--- config.mk ---
export PLATFORM = sky130hd
export DESIGN_NAME = inst_loader
export DESIGN_NICKNAME = d
export VERILOG_FILES = /design/src/rtl/inst_loader_pkg.sv /design/src/rtl/inst_encoder.sv /design/src/rtl/inst_loader.sv
export SDC_FILE = /design/constraint.sdc
export NUM_CORES = 1
export LEC_CHECK = 0
export BUFFER_PORTS_ARGS = -buffer_cell sky130_fd_sc_hd__buf_2
export CORE_AREA = 2 2 92 94
export CTS_CLUSTER_DIAMETER = 100
export DETAILED_ROUTE_END_ITERATION = 10
export DIE_AREA = 0 0 94 96
export GPL_ROUTABILITY_DRIVEN = 0
export PLACE_DENSITY = 0.75
export REMOVE_ABC_BUFFERS = 1
export SKIP_CTS_REPAIR_TIMING = 1
export SLEW_MARGIN = 20
export SYNTH_ARGS = -nofsm -noshare
export SYNTH_HDL_FRONTEND = slang
export SYNTH_SLANG_ARGS = --single-unit
--- constraint.sdc ---
create_clock -name clk -period 2 [get_ports clk]
set_input_delay 0.5 -clock clk [delete_from_list [all_inputs] [get_ports clk]]
set_output_delay 0.5 -clock clk [all_outputs]
set_load 0.02 [all_outputs]
--- src/rtl/inst_loader_pkg.sv ---
// Shared MIPS encoding constants for the instruction loader.
//   LD_OP_*  : symbolic request codes carried on the loader's in_op field
//   INST_*   : MIPS primary opcode field values (bits 31:26)
//   R_FUNC_* : MIPS R-type funct field values (bits 5:0)
package inst_loader_pkg;

  // Request codes
  localparam logic [3:0] LD_OP_NOP  = 4'd0;
  localparam logic [3:0] LD_OP_ADD  = 4'd1;
  localparam logic [3:0] LD_OP_SUB  = 4'd2;
  localparam logic [3:0] LD_OP_AND  = 4'd3;
  localparam logic [3:0] LD_OP_OR   = 4'd4;
  localparam logic [3:0] LD_OP_SLT  = 4'd5;
  localparam logic [3:0] LD_OP_JR   = 4'd6;
  localparam logic [3:0] LD_OP_J    = 4'd7;
  localparam logic [3:0] LD_OP_JAL  = 4'd8;
  localparam logic [3:0] LD_OP_BEQ  = 4'd9;
  localparam logic [3:0] LD_OP_ADDI = 4'd10;
  localparam logic [3:0] LD_OP_ANDI = 4'd11;
  localparam logic [3:0] LD_OP_ORI  = 4'd12;
  localparam logic [3:0] LD_OP_LW   = 4'd13;
  localparam logic [3:0] LD_OP_SW   = 4'd14;
  localparam logic [3:0] LD_OP_ILL  = 4'd15;

  // Primary opcodes
  localparam logic [5:0] INST_RTYPE = 6'h00;
  localparam logic [5:0] INST_J     = 6'h02;
  localparam logic [5:0] INST_JAL   = 6'h03;
  localparam logic [5:0] INST_BEQ   = 6'h04;
  localparam logic [5:0] INST_ADDI  = 6'h08;
  localparam logic [5:0] INST_ANDI  = 6'h0C;
  localparam logic [5:0] INST_ORI   = 6'h0D;
  localparam logic [5:0] INST_LW    = 6'h23;
  localparam logic [5:0] INST_SW    = 6'h2B;

  // R-type funct codes
  localparam logic [5:0] R_FUNC_ADD = 6'h20;
  localparam logic [5:0] R_FUNC_SUB = 6'h22;
  localparam logic [5:0] R_FUNC_AND = 6'h24;
  localparam logic [5:0] R_FUNC_OR  = 6'h25;
  localparam logic [5:0] R_FUNC_SLT = 6'h2A;
  localparam logic [5:0] R_FUNC_JR  = 6'h08;

endpackage

--- src/rtl/inst_encoder.sv ---
// Combinational MIPS encoder: symbolic request -> 32-bit instruction word.
// Ports:
//   op_i      request code (LD_OP_*)
//   rs_i/rt_i/rd_i  register fields
//   imm_i     16-bit immediate, passed through untouched
//   target_i  26-bit jump target
//   word_o    encoded instruction (0 for illegal)
//   illegal_o high for LD_OP_ILL
module inst_encoder
  import inst_loader_pkg::*;
(
  input  logic [3:0]  op_i,
  input  logic [4:0]  rs_i,
  input  logic [4:0]  rt_i,
  input  logic [4:0]  rd_i,
  input  logic [15:0] imm_i,
  input  logic [25:0] target_i,
  output logic [31:0] word_o,
  output logic        illegal_o
);

  always_comb begin
    word_o    = '0;
    illegal_o = 1'b0;
    case (op_i)
      LD_OP_NOP:  word_o = '0;
      LD_OP_ADD:  word_o = {INST_RTYPE, rs_i, rt_i, rd_i, 5'h00, R_FUNC_ADD};
      LD_OP_SUB:  word_o = {INST_RTYPE, rs_i, rt_i, rd_i, 5'h00, R_FUNC_SUB};
      LD_OP_AND:  word_o = {INST_RTYPE, rs_i, rt_i, rd_i, 5'h00, R_FUNC_AND};
      LD_OP_OR:   word_o = {INST_RTYPE, rs_i, rt_i, rd_i, 5'h00, R_FUNC_OR};
      LD_OP_SLT:  word_o = {INST_RTYPE, rs_i, rt_i, rd_i, 5'h00, R_FUNC_SLT};
      // JR only names rs; rt/rd are forced to zero.
      LD_OP_JR:   word_o = {INST_RTYPE, rs_i, 5'h00, 5'h00, 5'h00, R_FUNC_JR};
      LD_OP_J:    word_o = {INST_J, target_i};
      LD_OP_JAL:  word_o = {INST_JAL, target_i};
      LD_OP_BEQ:  word_o = {INST_BEQ, rs_i, rt_i, imm_i};
      LD_OP_ADDI: word_o = {INST_ADDI, rs_i, rt_i, imm_i};
      LD_OP_ANDI: word_o = {INST_ANDI, rs_i, rt_i, imm_i};
      LD_OP_ORI:  word_o = {INST_ORI, rs_i, rt_i, imm_i};
      LD_OP_LW:   word_o = {INST_LW, rs_i, rt_i, imm_i};
      LD_OP_SW:   word_o = {INST_SW, rs_i, rt_i, imm_i};
      default:    illegal_o = 1'b1;
    endcase
  end

endmodule

--- src/rtl/inst_loader.sv ---
// Instruction loader: encodes symbolic requests into MIPS words and writes
// them to instruction memory at consecutive addresses from a base.
// Handshakes: a request transfers on a clk edge where in_valid & in_ready;
// a memory write completes on an edge where imem_wen & imem_ack. Data and
// address are held stable while imem_wen is high without ack.
// Ports:
//   clk, rst (sync, active low)
//   start, base_addr          session control
//   in_valid/in_ready, in_*   request stream
//   imem_wen/addr/wdata/ack   memory write port
//   busy, done, err, count    status
//   dbg_state                 FSM state: 0 IDLE 1 ACCEPT 2 WRITE 3 DONE 4 ERROR
module inst_loader
  import inst_loader_pkg::*;
#(
  parameter int ADDR_WIDTH = 8
) (
  input  logic                  clk,
  input  logic                  rst,
  input  logic                  start,
  input  logic [ADDR_WIDTH-1:0] base_addr,
  input  logic                  in_valid,
  output logic                  in_ready,
  input  logic [3:0]            in_op,
  input  logic [4:0]            in_rs,
  input  logic [4:0]            in_rt,
  input  logic [4:0]            in_rd,
  input  logic [15:0]           in_imm,
  input  logic [25:0]           in_target,
  input  logic                  in_last,
  output logic                  imem_wen,
  output logic [ADDR_WIDTH-1:0] imem_addr,
  output logic [31:0]           imem_wdata,
  input  logic                  imem_ack,
  output logic                  busy,
  output logic                  done,
  output logic                  err,
  output logic [ADDR_WIDTH:0]   count,
  output logic [2:0]            dbg_state
);

  typedef enum logic [2:0] {
    ST_IDLE   = 3'd0,
    ST_ACCEPT = 3'd1,
    ST_WRITE  = 3'd2,
    ST_DONE   = 3'd3,
    ST_ERROR  = 3'd4
  } state_e;

  // Count value meaning the whole memory has been written.
  localparam logic [ADDR_WIDTH:0] CAP = {1'b1, {ADDR_WIDTH{1'b0}}};

  state_e                state_q, state_d;
  logic [ADDR_WIDTH-1:0] addr_q, addr_d;
  logic [31:0]           wdata_q, wdata_d;
  logic [ADDR_WIDTH:0]   count_q, count_d;
  logic                  last_q, last_d;
  logic                  done_q, done_d;
  logic                  err_q, err_d;

  logic [31:0] enc_word;
  logic        enc_illegal;

  inst_encoder u_enc (
    .op_i      (in_op),
    .rs_i      (in_rs),
    .rt_i      (in_rt),
    .rd_i      (in_rd),
    .imm_i     (in_imm),
    .target_i  (in_target),
    .word_o    (enc_word),
    .illegal_o (enc_illegal)
  );

  always_comb begin
    state_d = state_q;
    addr_d  = addr_q;
    wdata_d = wdata_q;
    count_d = count_q;
    last_d  = last_q;
    done_d  = done_q;
    err_d   = err_q;
    case (state_q)
      ST_IDLE, ST_DONE, ST_ERROR: begin
        if (start) begin
          state_d = ST_ACCEPT;
          addr_d  = base_addr;
          count_d = '0;
          done_d  = 1'b0;
          err_d   = 1'b0;
        end
      end
      ST_ACCEPT: begin
        if (in_valid) begin
          if (enc_illegal) begin
            state_d = ST_ERROR;
            err_d   = 1'b1;
          end else begin
            wdata_d = enc_word;
            last_d  = in_last;
            state_d = ST_WRITE;
          end
        end
      end
      ST_WRITE: begin
        if (imem_ack) begin
          count_d = count_q + 1'b1;
          addr_d  = addr_q + 1'b1;
          // A last word that also fills memory is still a clean finish.
          if (last_q) begin
            state_d = ST_DONE;
            done_d  = 1'b1;
          end else if (count_d == CAP) begin
            state_d = ST_ERROR;
            err_d   = 1'b1;
          end else begin
            state_d = ST_ACCEPT;
          end
        end
      end
      default: state_d = ST_IDLE;
    endcase
  end

  always_ff @(posedge clk) begin
    if (!rst) begin
      state_q <= ST_IDLE;
      addr_q  <= '0;
      wdata_q <= '0;
      count_q <= '0;
      last_q  <= 1'b0;
      done_q  <= 1'b0;
      err_q   <= 1'b0;
    end else begin
      state_q <= state_d;
      addr_q  <= addr_d;
      wdata_q <= wdata_d;
      count_q <= count_d;
      last_q  <= last_d;
      done_q  <= done_d;
      err_q   <= err_d;
    end
  end

  assign in_ready   = (state_q == ST_ACCEPT);
  assign imem_wen   = (state_q == ST_WRITE);
  assign busy       = (state_q == ST_ACCEPT) || (state_q == ST_WRITE);
  assign done       = done_q;
  assign err        = err_q;
  assign imem_addr  = addr_q;
  assign imem_wdata = wdata_q;
  assign count      = count_q;
  assign dbg_state  = state_q;

endmodule

# --- Word level (Yosys, flattened, before mapping) ---
# Cells that the tools add are included.
word_totals:
  reg_bits: 55
  output_inout_bits: 57
  wordCells: 71
op_classes:
  addsub: 2
  n_eq_ne: 26
  mux: 24
  n_reduce_logical: 12
op_table:
  columns: ["cell", "count"]
  rows:
  - ["$pmux W32 S14", 1]
  - ["$eq A4 B4 Y1 const B", 7]
  - ["$mux W3", 6]
  - ["$mux W9", 2]
  - ["$pmux W9 S2", 1]
  - ["$eq A4 B3 Y1 const B", 4]
  - ["$mux W8", 2]
  - ["$pmux W8 S2", 1]
  - ["$reduce_or A15 Y1", 1]
  - ["$add A9 B1 Y9 const B", 1]
  - ["$eq A9 B9 Y1 const B", 1]
  - ["$pmux W3 S3", 1]
  - ["$reduce_and A3 Y1", 3]
  - ["$add A8 B1 Y8 const B", 1]
  - ["$eq A4 B2 Y1 const B", 2]
  - ["$mux W1", 8]
  - ["$ne A2 B2 Y1 const B", 4]
  - ["$reduce_and A7 Y1", 1]
  - ["$eq A3 B2 Y1 const B", 2]
  - ["$ne A2 B1 Y1 const B", 3]
  - ["$eq A4 B1 Y1 const B", 1]
  - ["$logic_not A4 Y1", 1]
  - ["$reduce_and A4 Y1", 1]
  - ["$eq A3 B1 Y1 const B", 1]
  - ["other kinds (8)", 8]

# --- Depth between registers and ports, before layout ---
# Gate-level depths: netlist of the first run.
logic_depth:
  word_depth: 6
  ltp_mapped: 8
  mapped_depth_nobuf: 6

# --- Hierarchy ---
# A second synthesis of the first run with hierarchy kept.
hier_totals:
  cells_unflattened: 457
  hier_area_um2: 3469.6
by_module_without_submodules:
  columns: ["mod", "n_inst", "cells_each", "area_each_um2", "seq_area_each_um2"]
  rows:
  - ["inst_loader", 1, 332, 2563.7, 1101.1]
  - ["inst_encoder", 1, 125, 905.9, 0.0]

# --- Least setup slack after synthesis of the first run ---
# OpenSTA, ideal clock, no wires.
synth_path:
  path_kind: "flip-flop to output port"
  startpoint: "register state_q[1] (netlist: dbg_state[1])"
  endpoint: "output busy"
  arrival_time_ps: 1633
  t_required_ps: 1500
  path_slack_ps: -133
  path_stages_with_launch: 6
  path_buffers: 3
  cell_sequence: "dfxtp_1 buf_4 or3b_1 buf_2 buf_2 o21ai_0"
synth_via:
  elab_chain_cells: 2
synth_rtl:
  columns: ["item", "line", "text"]
  rows:
  - ["from (decl)", "inst_loader.sv:53", "state_e state_q, state_d;"]
  - ["from (signal assigned)", "inst_loader.sv:135", "state_q <= state_d;"]
  - ["$eq A3 B1 Y1 / $eq A3 B2 Y1 (equally long branches)", "inst_loader.sv:147", "assign busy = (state_q == ST_ACCEPT) || (state_q == ST_WRITE);"]
  - ["$logic_or A1 B1 Y1 (*)", "inst_loader.sv:147", null]
  - ["to (decl)", "inst_loader.sv:35", "output logic busy,"]
# Every way passes the cells marked *; elsewhere a longest branch is shown, timed or not.

# --- Worst setup path after layout of the first run ---
# Ends and elaborated chain as after synthesis.

==> reports/qor.yml, run 1 <==
detailed_routing:
  via_count: 4034
  drc: 0
  first_pass_iters: 5
  vias_per_cell: 5.88
  wl_per_cell_um: 15.2
  drt-initial-drc-count: 171
  final_antenna_net_count: 0
  wirelength_um: 10400
clock_network:
  cts_sinks: 54
  clk_latency_ns: 0.31
  cts_made_buffers: 5
  cts-root-buf: "clkbuf_8"
  cts_tree: "yes"
  clk_path_buf_depth: 2
  clkTransAtPathRegs_ns: 0.09
  h-tree-depth: 2
setup_path:
  crit_chain: "or3b_4 > o21ai_0 > buf_2"
  r2r_cells: 6
  cp.required_ns: 1.50
  cp-end-kind: "output port"
  cp.arrival_ns: 1.39
  critical_path_class: "flop to output port"
  slowest_stage: "or3b_4"
  rr_startpoint: "count[5]"
  crit_fanout: 10
  critPathLaunchType: "flop"
  cp_slowest_stage_delay_ns: 0.42
  r2r_end: "dbg_state[0]"
  r2r_slack_ns: 0.13
yosys:
  synth_top_family_by_area: "compound AO/OA/AOI/OAI gates"
  synthTopCellsByArea: "dfxtp_1, a22o_1, a21oi_1, o21ai_0, nand2_1"
  synth_xor_area_share_pct: 0.754
  synth_mux_area_share_pct: 1.18
  synth.largest_area_cell: "dfxtp_1"
  synth_edf_count: 0
  synth.cell_area_mm2: 0.00349
  ys_warn_count: 0
  synth_top_area_share_pct: 31.0
  synth_flop_cell: "dfxtp_1"
  yosys.cell_types.count: 65
  synth_compound_area_share_pct: 38.7
  syn_inst: 441
  ys_seq_elements: 54
  synthSimpleGateAreaFrac_pct: 20.3
  async_flop_share_pct: 0
  synthAdderAreaFrac_pct: 1.08
  avgSynthCellArea_um2: 7.90
  seq_area_frac_synth_pct: 31.0
timing:
  whs_ns: 0.443
  setup_violations: 0
  clock_skew_ns: 0.00839
  worst_pin_slew_ns: 0.568
  slew_violations: 0
  period_needed_ns: 1.89
  max_freq_ghz: 0.529
  fin_crit_sh_pct: 94.4
  hold_violations: 0
  setup_tns_ns: 0
  slew_headroom_pct: 62.0
  rsz0062_at_grt: "no"
floorplanning:
  die_w_um: 94
  die_area_mm2: 0.00902
  start_util_pct: 43.3
  die_height_um: 96
  row_count: 33
  core-area_mm2: 0.00805
  num_io_pins: 132
final_layout:
  syn2layout_area_growth_pct: 30.1
  layout_commonest_cell: "buf_2"
  nets: 658
  num_antenna_cells: 0
  layout_common_cells: "buf_2, dfxtp_1, a21oi_1"
  utilization_pct: 56.3
  drive_gt1_share_pct: 34.4
power:
  p_leak_nw: 2.01
  power.density_mw_per_mm2: 605
  peakVddDrop_uv: 267
  total_power_w: 0.00274
min_path:
  hold_depth: 3
  min_to: "last_q"
  min_path_type: "input port to flop"
  hold_start: "in_last"
grt:
  grt_max_degree: 20
  grtUsageTotal_pct: 22.9
  grt_pass1_wl_um: 16900
  antenna_found_initial: 0
  grt_overflow: 0
  grt_pass1_vias: 3630
status:
  status: "finished, final reports clean"
place:
  port_buffers: 130
  dp_hpwl_um: 7840
job:
  drv_cap: 0
cell families (layout without fill, tap and decap cells):
family,after synthesis,in the layout
AOI/OAI and AO/OA,188,188
xor gates and xnor gates,3,3
adders and majority gates,3,3
buffers and inverters,48,188
DFF,54,54
muxes,4,4
other,1,1
and+or+nand+nor,140,140
layout make-up:
cell class	count	area, um^2
Multi-Input combinational cell	339	2170
Tap cell	105	131
Clock buffer	6	82.6
Fill cell	763	3520
Inverter	7	27.5
Sequential cell	54	1090
Timing Repair Buffer	173	1020
Clock inverter	2	12.5
cell usage after synthesis (8+ instances only):
library cell and n:
dfxtp_1 54, a21oi_1 42, nand2_1 36, nor2_1 33, o21ai_0 28, a22o_1 25
clkbuf_1 17, nor3_1 14, a22oi_1 13, o22ai_1 13, o2bb2ai_1 13, buf_2 12
a222oi_1 11, nand3_1 11, nor2b_1 8
worst max-delay path: cells and delay by family, from the launching register on:
| family | cells | cell delay [ns] |
|---|---|---|
| compound gates | 1 | 0.08 |
| buf+inv | 1 | 0.18 |
| flops | 1 | 0.41 |
| simple gates | 1 | 0.42 |
state kept, by name, indices dropped and copies added (netlist names):
register    count
imem_addr       8
done            1
dbg_state       3
last_q          1
count           9
err             1
imem_wdata     31
layer usage:
layer	up-vias	track usage, %	part of all wire (%)
met1	1893	28.7	44
met4	0	6.76	1.0
met2	165	39.6	48
met5	-	0	0
li1	1966	-	-
met3	10	5.09	7.6
power by group:
group	internal [W]	switching [W]	leakage [nW]	total, W
Clock	0.000279	0.000365	0.0472	0.000644
Sequential	0.00115	0.0000599	0.441	0.00121
Combinational	0.000378	0.000514	1.53	0.000892
Total	0.00181	0.000939	2.01	0.00274
metrics by stage:
stage                     instance area [um^2]  setup slack [ns]  cells
after floorplan                           3280            -0.342    400
after global placement                    4430            0.0801    678
after detailed placement                  4430            0.0600    678
after CTS                                 4530           -0.0732    686
after global routing                      4530            0.0171    686
final                                     4530             0.111    686
worst max path at each step:
stage | start | to | slack (ns)
floorplan | dbg_state[1] | imem_wdata[29] | -0.34
global placement | in_op[1] | imem_wdata[0] | 0.08
detailed placement | in_op[1] | imem_wdata[25] | 0.06
CTS | dbg_state[1] | busy | -0.07
global route | count[5] | dbg_state[0] | 0.02
finish | dbg_state[1] | busy | 0.11
Power figures use the tool's default switching activity.
==> run 2: changes to the inputs <==
REMOVE_ABC_BUFFERS = unset   (was 1)
==> run 2 against run 1 <==
Net effect: global-route usage up 0.20 points; total power is 0.24% higher; non-clock buffer count is 2 higher; largest cell class unchanged; die area unchanged; register-to-register slack about the same; first-iteration DRC count grew 100%; worst setup slack got worse by 0.045 ns; utilization is 0.11 points higher; sequential power hardly changed; cell count grew 0.29%.
==> reports/qor.yml, run 2 (synthesis results as in run 1) <==
final_layout:
  layout_commonest_cell: "buf_2"
  syn2layout_area_growth_pct: 30.3
  num_antenna_cells: 0  # unchanged
  layout_common_cells: "buf_2, dfxtp_1, a21oi_1, buf_4, nand2_1"
  largest_reg_flops: 31  # unchanged
  nets: 660  # +0.30%
  fillCellCount: 761  # -0.26%
  drive_gt1_share_pct: 35.0  # +0.57 points
place:
  pre_cts_ws_ns: 0.0670  # +0.00703 ns
  dp_hpwl_um: 8130  # +3.7%
  port_buffers: 130  # unchanged
grt:
  grt_overflow: 0  # unchanged
  grt_pass1_vias: 3691  # +1.7%
  grt_pass1_wl_um: 17200  # +1.6%
  grt_max_degree: 24  # +20%
  grtUsageTotal_pct: 23.1  # +0.20 points
  antenna_found_initial: 0  # unchanged
power:
  p_leak_nw: 2.02  # +0.42%
  power.density_mw_per_mm2: 606  # about the same
  peakVddDrop_uv: 287  # +7.5%
timing:
  fin_crit_sh_pct: 96.7  # +2.2 points
  postLayoutSetupSlackWorst_ns: 0.0666  # -0.0447 ns
  slew_violations: 0  # unchanged
  setup_tns_ns: 0  # unchanged
  period_needed_ns: 1.93  # +0.0447 ns
  whs_ns: 0.428  # -0.0150 ns
  clock_skew_ns: 0.00711  # -0.00128 ns
  hold_violations: 0  # unchanged
  setup_violations: 0  # unchanged
  rsz0062_at_grt: "no"
  max_freq_ghz: 0.517  # -2.3%
floorplanning:
  die_height_um: 96  # unchanged
  die_area_mm2: 0.00902  # unchanged
  row_count: 33  # unchanged
  core-area_mm2: 0.00805  # unchanged
  num_io_pins: 132  # unchanged
  die_w_um: 94  # unchanged
  start_util_pct: 43.3  # unchanged
detailed_routing:
  vias_per_cell: 5.93  # +0.92%
  wl_per_cell_um: 15.6  # +2.8%
  first_pass_iters: 5  # unchanged
  drc: 0  # unchanged
  drt-initial-drc-count: 347  # +100%
  wirelength_um: 10800  # +3.1%
  via_count: 4083  # +1.2%
  final_antenna_net_count: 0  # unchanged
clock_network:
  clkTransAtPathRegs_ns: 0.10  # about the same
  cts_tree: "yes"
  cts_made_buffers: 5  # unchanged
  h-tree-depth: 2  # unchanged
  cts-root-buf: "clkbuf_8"
  clk_path_buf_depth: 2  # unchanged
  clk_latency_ns: 0.31  # about the same
  cts_sinks: 54  # unchanged
setup_path:
  r2r_end: "dbg_state[0]"
  cp.arrival_ns: 1.43  # +0.04 ns
  cp-end-kind: "output port"
  cp.required_ns: 1.50  # about the same
  r2r_cells: 7  # +1
  r2r_slack_ns: 0.13  # about the same
  rr_startpoint: "count[1]"
  critPathLaunchType: "flop"
  crit_fanout: 9  # -1
  critical_path_class: "flop to output port"
min_path:
  min_path_type: "input port to flop"
  min_to: "last_q"
  hold_start: "in_last"
  hold_depth: 3  # unchanged
job:
  drv_cap: 0  # unchanged
yosys:
  synth_nets: 519
status:
  status: "finished, final reports clean"
[run 2: metal layers]
layer / up-vias / GRT usage [%] / share of wire [%]
met5: - / 0 / 0
met4: 0 / 6.28 / 1.2
met3: 14 / 4.07 / 7.3
met2: 175 / 40.1 / 48
met1: 1912 / 29.8 / 43
li1: 1982 / - / -
[run 2: stage by stage]
step,power [W],utilization (%),cell area (um^2),std cells
after floorplan,0.00178,-,3490,441
after global placement,0.00210,55.1,4440,680
after detailed placement,0.00212,55.1,4440,680
after CTS,0.00276,56.3,4530,688
after global routing,0.00290,56.4,4540,688
final,0.00275,56.4,4540,688
[run 2: how the worst max path moves through the flow]
stage	from	end	slack, ns
after floorplan	dbg_state[1]	busy	0.09
after global placement	in_op[2]	imem_wdata[1]	0.15
after detailed placement	in_op[2]	imem_wdata[24]	0.07
after CTS	dbg_state[0]	imem_wen	-0.02
after global routing	dbg_state[1]	imem_wen	0.01
final	dbg_state[1]	imem_wen	0.07
[run 2: where the power goes]
group          switching (W)  internal (W)
Clock               0.000367      0.000279
Combinational       0.000516      0.000378
Sequential         0.0000618       0.00115
Total               0.000945       0.00181
[run 2: critical path, cell delays in order, from the launching register on]
cell and delay [ns]:
dfxtp_4 0.41, or3b_4 0.43, inv_4 0.12, buf_2 0.17
[run 2: layout make-up]
class                           instances  area (um^2)  share of cell area, %
Timing Repair Buffer                  175         1030                   22.6
Sequential cell                        54         1090                   24.0
Multi-Input combinational cell        339         2170                   47.8
Clock buffer                            6         82.6                   1.82
Inverter                                7         28.8                  0.633
Clock inverter                          2         12.5                  0.275
Tap cell                              105          131                   2.89
==> run 3: changes to the inputs <==
BUFFER_PORTS_ARGS = -buffer_cell sky130_fd_sc_hd__buf_4   (was -buffer_cell sky130_fd_sc_hd__buf_2)
CORE_AREA = 2 2 91 93   (was 2 2 92 94)
DIE_AREA = 0 0 93 95   (was 0 0 94 96)
PLACE_DENSITY = 0.76   (was 0.75)
SYNTH_HIERARCHICAL = 1   (was unset)
==> run 3 against run 2 <==
Net effect: worst hold slack better by 0.011 ns; critical path type unchanged; synthesized area down 0.47%; critical endpoint is now busy; first-iteration DRC count down 42%; global-route usage down 1.0 points; via count down 5.5%.
==> reports/qor.yml, run 3 <==
yosys:
  ys_seq_elements: 55  # +1.9%
  avgSynthCellArea_um2: 7.59  # -4.0%
  synth_top_area_share_pct: 31.7  # +0.72 points
  synth_flop_cell: "dfxtp_1"
  synthTopCellsByArea: "dfxtp_1, nand2_1, a21oi_1, nor2_1, a22oi_1"
  synth.most_common_cell: "nand2_1"
  synth_nets: 535  # +3.1%
  synth_edf_count: 0  # unchanged
  syn_inst: 457  # +3.6%
  synth_common_cells: "nand2_1, dfxtp_1, a21oi_1"
  ys_warn_count: 6  # +6
  yosys.cell_types.count: 69  # +6.2%
  seq_area_frac_synth_pct: 31.7  # +0.72 points
  synth.largest_area_cell: "dfxtp_1"
  synth.cell_area_mm2: 0.00347  # -0.47%
  async_flop_share_pct: 0  # unchanged
grt:
  grt_pass1_vias: 3554  # -3.7%
  grt_overflow: 0  # unchanged
  grt_max_degree: 35  # +46%
  grtUsageTotal_pct: 22.1  # -1.0 points
  antenna_found_initial: 0  # unchanged
  grt_pass1_wl_um: 16300  # -5.2%
timing:
  fin_crit_sh_pct: 96.0  # -0.70 points
  setup_violations: 0  # unchanged
  clock_skew_ns: 0.0136  # +0.00645 ns
  period_needed_ns: 1.92  # -0.0140 ns
  rsz0062_at_grt: "no"
  hold_violations: 0  # unchanged
  max_freq_ghz: 0.521  # +0.73%
  postLayoutSetupSlackWorst_ns: 0.0806  # +0.0140 ns
  slew_violations: 0  # unchanged
final_layout:
  drive_gt1_share_pct: 31.2  # -3.8 points
  fillCellCount: 772  # +1.4%
  num_antenna_cells: 0  # unchanged
  largest_reg_flops: 32  # +3.2%
  utilization_pct: 58.4  # +2.0 points
  multi_input_area_mm2: 0.00211  # -2.8%
  syn2layout_area_growth_pct: 33.5
  layout_common_cells: "buf_4, nand2_1, a21oi_1"
  nets: 657  # -0.45%
  layout_commonest_cell: "buf_4"
  regArea_mm2: 0.00110  # +1.5%
detailed_routing:
  wl_per_cell_um: 14.7  # -6.2%
  drc: 0  # unchanged
  first_pass_iters: 5  # unchanged
  drt-initial-drc-count: 201  # -42%
  vias_per_cell: 5.64  # -5.0%
  wirelength_um: 10100  # -6.6%
  via_count: 3860  # -5.5%
  final_antenna_net_count: 0  # unchanged
min_path:
  min_path_type: "input port to flop"
clock_network:
  clk_latency_ns: 0.31  # about the same
  cts_tree: "yes"
  cts-root-buf: "clkbuf_8"
  h-tree-depth: 2  # unchanged
  clkTransAtPathRegs_ns: 0.11  # about the same
  cts_made_buffers: 5  # unchanged
  cts_sinks: 55  # +1.9%
  clk_path_buf_depth: 2  # unchanged
power:
  power.internal_w: 0.00185  # +2.3%
  clockPowerShare_pct: 24.1  # +0.6 points
  p_seq_share_pct: 44.2  # +0.2 points
  peakVddDrop_uv: 323  # +12%
  p_leak_nw: 1.98  # -2.3%
  p_sw_w: 0.000909  # -3.8%
  comb_power_share_pct: 31.7  # -0.8 points
  swShare_pct: 33.0  # -1.4 points
  power.density_mw_per_mm2: 595  # -1.7%
place:
  port_buffers: 131  # +0.77%
  dp_hpwl_um: 7550  # -7.1%
  pre_cts_ws_ns: 0.139  # +0.0719 ns
setup_path:
  cp.required_ns: 1.50  # about the same
  cp.arrival_ns: 1.42  # about the same
  cp-end-kind: "output port"
  critPathLaunchType: "flop"
  critical_path_class: "flop to output port"
  crit_fanout: 11  # +2
floorplanning:
  die_w_um: 93  # -1.1%
  core-area_mm2: 0.00793  # -1.5%
  start_util_pct: 43.8  # +0.47 points
  num_io_pins: 132  # unchanged
  die_area_mm2: 0.00884  # -2.1%
  row_count: 33  # unchanged
  die_height_um: 95  # -1.0%
status:
  status: "finished, final reports clean"
job:
  drv_cap: 0  # unchanged
## run 3: layout make-up
cell class / count / area share [%]
Clock buffer: 6 / 1.78
Clock inverter: 2 / 0.351
Inverter: 7 / 0.567
Multi-Input combinational cell: 359 / 45.6
Sequential cell: 55 / 23.9
Tap cell: 105 / 2.84
Timing Repair Buffer: 151 / 25.0
## run 3: metrics by stage
stage / total power [W] / cell area, um^2 / hold WS [ns] / TNS (ns) / cells
floorplan: 0.00176 / 3470 / 0.458 / 0 / 457
global route: 0.00290 / 4630 / 0.452 / 0 / 685
finish: 0.00276 / 4630 / 0.439 / 0 / 685
CTS: 0.00277 / 4630 / 0.433 / -0.0337 / 685
global placement: 0.00209 / 4530 / 0.442 / 0 / 677
detailed placement: 0.00211 / 4530 / 0.448 / 0 / 677
## run 3: power groups by stage
stage	clock network, W	logic (W)	registers [W]
after floorplan	0	0.000446	0.00131
after global placement	0	0.000855	0.00124
after detailed placement	0	0.000870	0.00124
after CTS	0.000680	0.000876	0.00122
after global routing	0.000718	0.000957	0.00123
final	0.000665	0.000875	0.00122
## run 3: worst paths after layout
kind	from	endpoint	slack [ns]	cells past startpoint
min	in_last	last_q	0.44	3
max reg2reg	count[0]	dbg_state[0]	0.14	6
min reg2reg	imem_wdata[23]	imem_wdata[23]	0.46	2
max	dbg_state[2]	busy	0.08	3
## run 3: cells by family after synthesis
group                      synth area share (%)
muxes                                      1.01
and+or+nand+nor                            28.5
adders and majority gates                  1.08
other                                     0.108
AOI/OAI and AO/OA                          29.2
DFF                                        31.7
xor gates and xnor gates                   1.01
buffers and inverters                      7.39
## run 3: worst max-delay path, stage by stage, from the launching register on
cell and delay [ns]:
dfxtp_2 0.39, or3b_4 0.45, o21ai_0 0.10, buf_4 0.16
## run 3: per-layer routing
layer  up-vias  global-route usage [%]  share of wire (%)
li1       1891                       -                  -
met1      1810                    26.9                 42
met2       150                    41.2                 51
met3         9                    2.63                5.8
met4         0                    6.00                1.1
met5         -                       0                  0
